--- src/rtl/ctrl_unit_pipe_if.sv ---
// ctrl_unit_pipe_if: IF/ID-side inputs and ID/EX-side outputs of ctrl_unit_pipe.
// illegal_out exists only when CTRL_ILLEGAL_TRAP_EN is defined.
interface ctrl_unit_pipe_if #(
  parameter int XLEN       = 64,
  parameter int REG_ADDR_W = 5,
  parameter int ALU_OP_W   = 4
);
  logic [31:0]           instr;
  logic                  instr_valid;
  logic                  stall_in;
  logic                  flush;
  logic                  stall_req;
  logic                  valid_out;
  logic [ALU_OP_W+1:0]   ex_ctrl;
  logic [3:0]            mem_ctrl;
  logic [1:0]            wb_ctrl;
  logic [XLEN-1:0]       imm;
  logic [REG_ADDR_W-1:0] rd;
  logic [REG_ADDR_W-1:0] rs1;
  logic [REG_ADDR_W-1:0] rs2;
  logic [2:0]            funct3;
`ifdef CTRL_ILLEGAL_TRAP_EN
  logic                  illegal_out;
`endif

  modport master (
    output instr, instr_valid, stall_in, flush,
    input  stall_req, valid_out, ex_ctrl, mem_ctrl, wb_ctrl, imm, rd, rs1, rs2, funct3
`ifdef CTRL_ILLEGAL_TRAP_EN
    , illegal_out
`endif
  );

  modport slave (
    input  instr, instr_valid, stall_in, flush,
    output stall_req, valid_out, ex_ctrl, mem_ctrl, wb_ctrl, imm, rd, rs1, rs2, funct3
`ifdef CTRL_ILLEGAL_TRAP_EN
    , illegal_out
`endif
  );
endinterface

--- src/rtl/ctrl_unit_pipe.sv ---
// ctrl_unit_pipe: registered ID/EX decode with load-use interlock, flush bubbles
// and downstream stall hold. Define CTRL_ILLEGAL_TRAP_EN to add illegal_out.
module ctrl_unit_pipe #(
  parameter int XLEN        = 64,
  parameter int REG_ADDR_W  = 5,
  parameter int FLUSH_DEPTH = 2,
  parameter int ALU_OP_W    = 4
) (
  input logic             clk,
  input logic             rst,
  ctrl_unit_pipe_if.slave bus
);
  localparam int CNT_W = (FLUSH_DEPTH > 1) ? $clog2(FLUSH_DEPTH) : 1;

  localparam logic [4:0] OP_LD   = 5'b00000;
  localparam logic [4:0] OP_SD   = 5'b01000;
  localparam logic [4:0] OP_ADDI = 5'b00100;
  localparam logic [4:0] OP_R    = 5'b01100;
  localparam logic [4:0] OP_BR   = 5'b11000;
  localparam logic [4:0] OP_JAL  = 5'b11011;
  localparam logic [4:0] OP_JALR = 5'b11001;

  typedef enum logic {S_RUN = 1'b0, S_FLUSH = 1'b1} state_t;

  typedef struct packed {
    logic                  valid;
`ifdef CTRL_ILLEGAL_TRAP_EN
    logic                  illegal;
`endif
    logic [ALU_OP_W+1:0]   ex;
    logic [3:0]            mem;
    logic [1:0]            wb;
    logic [XLEN-1:0]       imm;
    logic [REG_ADDR_W-1:0] rd;
    logic [REG_ADDR_W-1:0] rs1;
    logic [REG_ADDR_W-1:0] rs2;
    logic [2:0]            funct3;
  } slot_t;

  function automatic logic [XLEN-1:0] sext32(input logic signed [31:0] v);
    return XLEN'(v);
  endfunction

  function automatic slot_t decode(input logic [31:0] ins);
    slot_t               s;
    logic                known;
    logic                alu_src;
    logic                reg_write;
    logic                mem_to_reg;
    logic [3:0]          mem;
    logic [ALU_OP_W-1:0] alu_op;
    logic signed [31:0]  raw;
    s          = '0;
    known      = 1'b1;
    alu_src    = 1'b0;
    reg_write  = 1'b0;
    mem_to_reg = 1'b0;
    mem        = 4'b0000;
    alu_op     = '0;
    raw        = '0;
    case (ins[6:2])
      OP_LD: begin
        raw = {{20{ins[31]}}, ins[31:20]};
        alu_src = 1'b1; mem = 4'b0010; mem_to_reg = 1'b1; reg_write = 1'b1;
      end
      OP_SD: begin
        raw = {{20{ins[31]}}, ins[31:25], ins[11:7]};
        alu_src = 1'b1; mem = 4'b0001;
      end
      OP_ADDI: begin
        raw = {{20{ins[31]}}, ins[31:20]};
        alu_src = 1'b1; reg_write = 1'b1;
      end
      OP_R: begin
        alu_op = ALU_OP_W'({ins[30], ins[14:12]});
        reg_write = 1'b1;
      end
      OP_BR: begin
        raw = {{19{ins[31]}}, ins[31], ins[7], ins[30:25], ins[11:8], 1'b0};
        alu_op = ALU_OP_W'(4'b1000); mem = 4'b0100;
      end
      OP_JAL: begin
        raw = {{11{ins[31]}}, ins[31], ins[19:12], ins[20], ins[30:21], 1'b0};
        mem = 4'b1000; reg_write = 1'b1;
      end
      OP_JALR: begin
        raw = {{20{ins[31]}}, ins[31:20]};
        alu_src = 1'b1; mem = 4'b1000; reg_write = 1'b1;
      end
      default: known = 1'b0;
    endcase
    if (known) begin
      s.valid  = 1'b1;
      s.ex     = {alu_src, alu_op, reg_write};
      s.mem    = mem;
      s.wb     = {mem_to_reg, reg_write};
      s.imm    = sext32(raw);
      s.rd     = REG_ADDR_W'(ins[11:7]);
      s.rs1    = REG_ADDR_W'(ins[19:15]);
      s.rs2    = REG_ADDR_W'(ins[24:20]);
      s.funct3 = ins[14:12];
    end else begin
`ifdef CTRL_ILLEGAL_TRAP_EN
      s.valid   = 1'b1;
      s.illegal = 1'b1;
`endif
    end
    return s;
  endfunction

  state_t                state_q, state_d;
  logic [CNT_W-1:0]      cnt_q, cnt_d;
  slot_t                 slot_q, slot_d;
  slot_t                 dec;
  logic                  reads_rs1, reads_rs2;
  logic                  stall_req;
  logic [REG_ADDR_W-1:0] rs1_in, rs2_in;
  logic                  unused_low;

  assign unused_low = ^bus.instr[1:0];
  assign dec        = decode(bus.instr);
  assign rs1_in     = REG_ADDR_W'(bus.instr[19:15]);
  assign rs2_in     = REG_ADDR_W'(bus.instr[24:20]);

  // Source operands the incoming instruction actually reads
  always_comb begin
    reads_rs1 = 1'b0;
    reads_rs2 = 1'b0;
    case (bus.instr[6:2])
      OP_LD, OP_ADDI, OP_JALR: reads_rs1 = 1'b1;
      OP_SD, OP_R, OP_BR: begin
        reads_rs1 = 1'b1;
        reads_rs2 = 1'b1;
      end
      default: ;
    endcase
  end

  // ---- state register / ID/EX boundary ----
  always_ff @(posedge clk) begin
    if (rst) begin
      state_q <= S_RUN;
      cnt_q   <= '0;
      slot_q  <= '0;
    end else begin
      state_q <= state_d;
      cnt_q   <= cnt_d;
      slot_q  <= slot_d;
    end
  end

  // Flush always reloads; FLUSH runs down regardless of stall_in
  always_comb begin
    state_d = state_q;
    cnt_d   = cnt_q;
    if (bus.flush) begin
      cnt_d   = CNT_W'(FLUSH_DEPTH - 1);
      state_d = (FLUSH_DEPTH > 1) ? S_FLUSH : S_RUN;
    end else if (state_q == S_FLUSH) begin
      cnt_d   = cnt_q - CNT_W'(1);
      state_d = (cnt_q == CNT_W'(1)) ? S_RUN : S_FLUSH;
    end
  end

  always_comb begin
    stall_req = !rst && !bus.flush && !bus.stall_in && (state_q == S_RUN) &&
                bus.instr_valid && slot_q.valid && slot_q.mem[1] &&
                (slot_q.rd != '0) &&
                ((reads_rs1 && (rs1_in == slot_q.rd)) ||
                 (reads_rs2 && (rs2_in == slot_q.rd)));
    slot_d = slot_q;
    if (bus.flush || (state_q == S_FLUSH)) begin
      slot_d = '0;
    end else if (bus.stall_in) begin
      slot_d = slot_q;
    end else if (stall_req || !bus.instr_valid) begin
      slot_d = '0;
    end else begin
      slot_d = dec;
    end
  end

  assign bus.stall_req = stall_req;
  assign bus.valid_out = slot_q.valid;
  assign bus.ex_ctrl   = slot_q.ex;
  assign bus.mem_ctrl  = slot_q.mem;
  assign bus.wb_ctrl   = slot_q.wb;
  assign bus.imm       = slot_q.imm;
  assign bus.rd        = slot_q.rd;
  assign bus.rs1       = slot_q.rs1;
  assign bus.rs2       = slot_q.rs2;
  assign bus.funct3    = slot_q.funct3;
`ifdef CTRL_ILLEGAL_TRAP_EN
  assign bus.illegal_out = slot_q.illegal;
`endif
endmodule

--- src/flat_wrapper.sv ---
// flat-port wrapper written by rule: the top's interface ports become plain ports
module ctrl_unit_pipe_flat 
#(
  parameter int XLEN        = 64,
  parameter int REG_ADDR_W  = 5,
  parameter int FLUSH_DEPTH = 2,
  parameter int ALU_OP_W    = 4
)
  (clk, rst, bus_instr, bus_instr_valid, bus_stall_in, bus_flush, bus_stall_req, bus_valid_out, bus_ex_ctrl, bus_mem_ctrl, bus_wb_ctrl, bus_imm, bus_rd, bus_rs1, bus_rs2, bus_funct3);
  ctrl_unit_pipe_if #(.XLEN(XLEN), .REG_ADDR_W(REG_ADDR_W), .ALU_OP_W(ALU_OP_W)) bus_i ();
  input logic clk;
  input logic rst;
  input wire logic [$bits(bus_i.instr)-1:0] bus_instr;
  input wire logic [$bits(bus_i.instr_valid)-1:0] bus_instr_valid;
  input wire logic [$bits(bus_i.stall_in)-1:0] bus_stall_in;
  input wire logic [$bits(bus_i.flush)-1:0] bus_flush;
  output wire logic [$bits(bus_i.stall_req)-1:0] bus_stall_req;
  output wire logic [$bits(bus_i.valid_out)-1:0] bus_valid_out;
  output wire logic [$bits(bus_i.ex_ctrl)-1:0] bus_ex_ctrl;
  output wire logic [$bits(bus_i.mem_ctrl)-1:0] bus_mem_ctrl;
  output wire logic [$bits(bus_i.wb_ctrl)-1:0] bus_wb_ctrl;
  output wire logic [$bits(bus_i.imm)-1:0] bus_imm;
  output wire logic [$bits(bus_i.rd)-1:0] bus_rd;
  output wire logic [$bits(bus_i.rs1)-1:0] bus_rs1;
  output wire logic [$bits(bus_i.rs2)-1:0] bus_rs2;
  output wire logic [$bits(bus_i.funct3)-1:0] bus_funct3;
  assign bus_i.instr = bus_instr;
  assign bus_i.instr_valid = bus_instr_valid;
  assign bus_i.stall_in = bus_stall_in;
  assign bus_i.flush = bus_flush;
  assign bus_stall_req = bus_i.stall_req;
  assign bus_valid_out = bus_i.valid_out;
  assign bus_ex_ctrl = bus_i.ex_ctrl;
  assign bus_mem_ctrl = bus_i.mem_ctrl;
  assign bus_wb_ctrl = bus_i.wb_ctrl;
  assign bus_imm = bus_i.imm;
  assign bus_rd = bus_i.rd;
  assign bus_rs1 = bus_i.rs1;
  assign bus_rs2 = bus_i.rs2;
  assign bus_funct3 = bus_i.funct3;
  ctrl_unit_pipe #(.XLEN(XLEN), .REG_ADDR_W(REG_ADDR_W), .FLUSH_DEPTH(FLUSH_DEPTH), .ALU_OP_W(ALU_OP_W)) u_core (.clk(clk), .rst(rst), .bus(bus_i));
endmodule
--- config.mk ---
export PLATFORM = sky130hd
export DESIGN_NAME = ctrl_unit_pipe_flat
export DESIGN_NICKNAME = d
export VERILOG_FILES = /design/src/rtl/ctrl_unit_pipe_if.sv /design/src/rtl/ctrl_unit_pipe.sv /design/src/flat_wrapper.sv
export SDC_FILE = /design/constraint.sdc
export NUM_CORES = 1
export LEC_CHECK = 0
export CAP_MARGIN = 20
export CORE_MARGIN = 2
export CORE_UTILIZATION = 52
export CTS_BUF_LIST = sky130_fd_sc_hd__clkbuf_8 sky130_fd_sc_hd__clkbuf_16
export CTS_CLUSTER_DIAMETER = 30
export DETAILED_ROUTE_END_ITERATION = 16
export DONT_BUFFER_PORTS = 1
export GPL_TIMING_DRIVEN = 1
export PLACE_DENSITY_LB_ADDON = 0.08
export SYNTH_ARGS = -nofsm -noshare
export SYNTH_HDL_FRONTEND = slang
export SYNTH_SLANG_ARGS = --single-unit
--- constraint.sdc ---
create_clock -name clk -period 4.8 [get_ports clk]
set_input_delay 1.2 -clock clk [delete_from_list [all_inputs] [get_ports clk]]
set_output_delay 1.2 -clock clk [all_outputs]
set_load 0.02 [all_outputs]
-- Yosys cells after proc, flatten, opt, wreduce, memory -nomap -nowiden
Cells that the tools add are included.
Widths: inputs -> output; s select.
- $add $sub $neg: 1
- eq/ne operators: 8
- mux-type cells: 16
- bitwise logic cells: 1
- reduce and logical (&&, ||, !) cells: 28
- operators with widths (cell ; number):
    $mux 95 ; 2
    $pmux 32 s4 ; 1
    $pmux 4 s4 ; 1
    $eq 5x5->1 const B ; 3
    $mux 1 ; 11
    $eq 5x4->1 const B ; 2
    $eq 5x5->1 ; 2
    $logic_and 1x1->1 ; 10
    $pmux 4 s2 ; 1
    $reduce_or 7->1 ; 1
    $reduce_or 3->1 ; 2
    $reduce_or 6->1 ; 1
    $eq 5x3->1 const B ; 1
    $logic_not 5->1 ; 1
    $reduce_bool 5->1 ; 1
    $reduce_or 5->1 ; 1
    $logic_not 1->1 ; 4
    $reduce_or 2->1 ; 2
    $reduce_or 4->1 ; 1
    $logic_or 1x1->1 ; 3
    $reduce_bool 2->1 ; 1
    $not 1->1 ; 1
    $sub 1x1->1 const B ; 1
- flip-flop bits (word level): 97
- input port bits: 37
- word-level logic and storage cells: 65

-- Depth between registers and ports, before layout
- word-level depth: 11
- gate-level depth with buffers: 8
- gate-level depth less buffers: 5

-- Least setup slack after synthesis
No wires, ideal clock.
- path type: input-to-output
- start point: input bus_instr[5]
- end point: output bus_stall_req
- data arrival time: 2521 ps
- data required time: 3600 ps
- setup slack: 1079 ps
- stages: 5
- buffers on the path: 1
- cell sequence: nor2b_2 a21oi_1 or4_4 a211oi_4 buf_6
- word-level cells in the longest chain between the ends: 6
- elaborated cells between the ends (all ways): 14
- those cells by class: eq/ne: 5; mux: 2; reduce/logical: 7
- RTL lines (element ; RTL line ; RTL):
    from (decl) ; flat_wrapper.sv:13 ; input wire logic [$bits(bus_i.instr)-1:0] bus_instr;
    $eq 5x3->1, or another cell as far along ; ctrl_unit_pipe.sv:129 ; case (bus.instr[6:2])
    $reduce_or 6->1 (no source line) or $reduce_or 3->1 (tied branches) ; n/a ;
    $mux 1 ; ctrl_unit_pipe.sv:129 ;
    $logic_and 1x1->1 (on tied branches) ; ctrl_unit_pipe.sv:169, ctrl_unit_pipe.sv:170 ;
    $logic_or 1x1->1 (*) ; ctrl_unit_pipe.sv:169 ; ((reads_rs1 && (rs1_in == slot_q.rd)) ||
    $logic_and 1x1->1 (*) ; ctrl_unit_pipe.sv:168 ; (slot_q.rd != '0) &&
    to (decl) ; flat_wrapper.sv:17 ; output wire logic [$bits(bus_i.stall_req)-1:0] bus_stall_req;
Mark *: on every way between the ends. The rest lies on a longest branch, timed or not.

-- Worst setup path in the final report
- start point: input rst
- end point: output bus_stall_req
- word-level cells in the longest chain between the ends: 9
- RTL lines (element ; RTL line ; RTL):
    from (decl) ; flat_wrapper.sv:12 ; input logic rst;
    $logic_not 1->1 ; ctrl_unit_pipe.sv:166 ; stall_req = !rst && !bus.flush && !bus.stall_in && (state_q == S_RUN) &&
    $logic_and 1x1->1 (4 in series) ; ctrl_unit_pipe.sv:166 ;
    $logic_and 1x1->1 (3 in series) ; ctrl_unit_pipe.sv:167 ; bus.instr_valid && slot_q.valid && slot_q.mem[1] &&
    $logic_and 1x1->1 ; ctrl_unit_pipe.sv:168 ;
No other way between the ends.

==> results.toml <==
[outcome]
status = "complete, no violations"

[cts]
post_cts_buffers = 0
clkSlewWorstSetupHoldPaths_ns = 0.08
cts-root-buf = "clkbuf_8"
cts_buffers = 5
cts_tree = "yes"
cts_sinks = 53
clk_path_buf_depth = 2
htreeDepth = 2
cts.repair.resized = 0
clk_latency_ns = 0.31
cts_hold_buf = 0

[global_routing]
grt_pass1_wl_um = 11030
grt_pass1_vias = 2131
grt_max_degree = 52
antenna_found_initial = 0
overflow = 0
grt_usage = 0.2301

[logic_synthesis]
yosysTopAreaCell = "dfxtp_1"
syn_area_mm2 = 0.002775
synth-edff-count = 0
synth-seq-cells = 53
synth-warning-count = 0
synthFlopType = "dfxtp_1"
netlist_instances = 334
ys_types = 43
yosys-top-cells-area = "dfxtp_1 38%, buf_4 12%, nand2_1 7.6%"
mappedNetlistNets = 371
synth-seq-area-share = 0.3823
yosysTopAreaCellShare = 0.3823
synth_common_cells = "56 x nand2_1, 53 x dfxtp_1, 44 x buf_4, 31 x o21ai_0, 18 x nand3b_1"
synthArstFlopShare = 0
synth.most_common_cell = "nand2_1"
synth_area_per_cell_um2 = 8.309

[routing]
first_pass_iters = 4
drcViolationCount = 0
postRouteAntennaNets = 0
vias = 2048
via_per_inst = 5.902
wire_per_inst_um = 18.97
wl_um = 6584
drt_iter0_drc = 129

[timing]
finalHoldViolations = 0
timing_worst_slew_pin_value_ns = 1.003
period_share = 0.7475
rsz0062_at_grt = "false"
finalSetupViolCount = 0
fin_skew_ns = 0.01389
setup_tns_ns = 0
min_period_ns = 3.588
slew_headroom = 0.3313
final_max_slew_viol_count = 0
fmax_mhz = 278.7
hold_slack_ns = 0.4574

[floorplan]
io-pin-count = 133
die_w_um = 77.06
die_h_um = 77.06
start_util = 0.5399
row_count = 26
core_area_mm2 = 0.005140
dieArea_mm2 = 0.005937

[flow_run]
cap_viol_max_count = 0

[placement]
post-dp-hpwl_um = 4425
gp_congestion = 0.8040
portBuffers = 0

[cells_and_area]
nNetsFinal = 313
area_delta_synth_final_pct = -8.386
antenna_cells = 0
drive_gt1_frac = 0.07220

[worst_setup_path]
critPathRequiredTime_ns = 3.60
crit_arrival_ns = 2.39
worst_setup_path_end_kind = "primary output"
cp-start-kind = "input pin"
critPathKind = "input pin to primary output"
crit_path_max_fanout = 9

[pwr]
ir_worst_vdd_uv = 173.2
seq_power_share = 0.596
clkPwrFrac = 0.351
switchingPower_mw = 0.1758
swShare = 0.2345
p_int_mw = 0.5739
p_comb_frac = 0.053
power.density_mw_per_mm2 = 294.9
leakagePower_nw = 0.8086
power_mw = 0.7497

[hold_path]
hp-class = "flip-flop to flip-flop"
final cells by class:
cell class / instances / area [um^2]
fill: 548 / 2597
timing repair buffer: 4 / 50.05
sequential: 53 / 1065
inverter: 1 / 3.754
clock buffer: 6 / 82.58
clock inverter: 2 / 11.26
tap: 70 / 87.58
multi-input combinational: 211 / 1242
cells by family after synthesis:
kind of cell,Yosys count,synth area share
AOI/OAI and AO/OA,76,0.1731
xor gates and xnor gates,10,0.03156
buffers and inverters,70,0.1704
DFF,53,0.3823
muxes,1,0.003607
and+or+nand+nor,124,0.2390
worst max-delay path, cell delays in order:
cell	delay (ns)
nor3_1	0.33
and2_1	0.18
buf_4	0.16
nand4b_1	0.16
a211oi_4	0.35
final timing paths:
| check | start | endpoint | slack, ns | depth (start not counted) |
|---|---|---|---|---|
| max | rst | bus_stall_req | 1.21 | 5 |
| min | u_core.cnt_q | u_core.cnt_q | 0.46 | 1 |
| max reg2reg | u_core.bus.rd[0] | u_core.bus.rd[0] | 2.25 | 6 |
| min reg2reg | u_core.cnt_q | u_core.cnt_q | 0.46 | 1 |
power groups by stage:
| stage | Clock, mW | Combinational [mW] | Sequential (mW) |
|---|---|---|---|
| finish | 0.263 | 0.0396 | 0.447 |
| detailed placement | 0 | 0.0398 | 0.457 |
| global route | 0.280 | 0.0442 | 0.447 |
| CTS | 0.268 | 0.0399 | 0.447 |
| floorplan | 0 | 0.0406 | 0.457 |
| global placement | 0 | 0.0394 | 0.457 |
per-layer routing:
layer / vias up / part of all wire / track usage
met3: 8 / 0.079 / 0.06118
met2: 71 / 0.47 / 0.3763
li1: 1005 / - / -
met1: 964 / 0.43 / 0.3020
met5: - / 0 / 0
met4: 0 / 0.013 / 0.06071
layout by cell type, fill, tap and decap left out, drive strengths merged, types with 5 or more instances in the layout:
cell type,synthesis,final
nand2,56,56
dfxtp,53,53
o21ai,35,35
nand3b,18,18
nand3,13,13
a21oi,13,13
o41ai,10,10
o31ai,8,8
nor2,7,7
xor2,6,6
clkbuf,14,6
nor2b,5,5
through the flow:
| step | setup slack, ns | cells | util | area (um^2) |
|---|---|---|---|---|
| floorplan | 1.079 | 334 | - | 2775 |
| global placement | 1.235 | 339 | 0.4764 | 2449 |
| detailed placement | 1.216 | 339 | 0.4764 | 2449 |
| CTS | 1.211 | 347 | 0.4946 | 2542 |
| global route | 1.079 | 347 | 0.4946 | 2542 |
| finish | 1.212 | 347 | 0.4946 | 2542 |
state kept, by name, indices dropped and copies added, names as in the netlist, 2 cells and up:
register / flops
u_core.bus.imm: 21
u_core.bus.ex_ctrl: 5
u_core.bus.rd: 5
u_core.bus.rs1: 5
u_core.bus.rs2: 5
u_core.bus.mem_ctrl: 4
u_core.bus.funct3: 3
u_core.bus.wb_ctrl: 2
No activity file was read; power rests on OpenSTA's default activity.
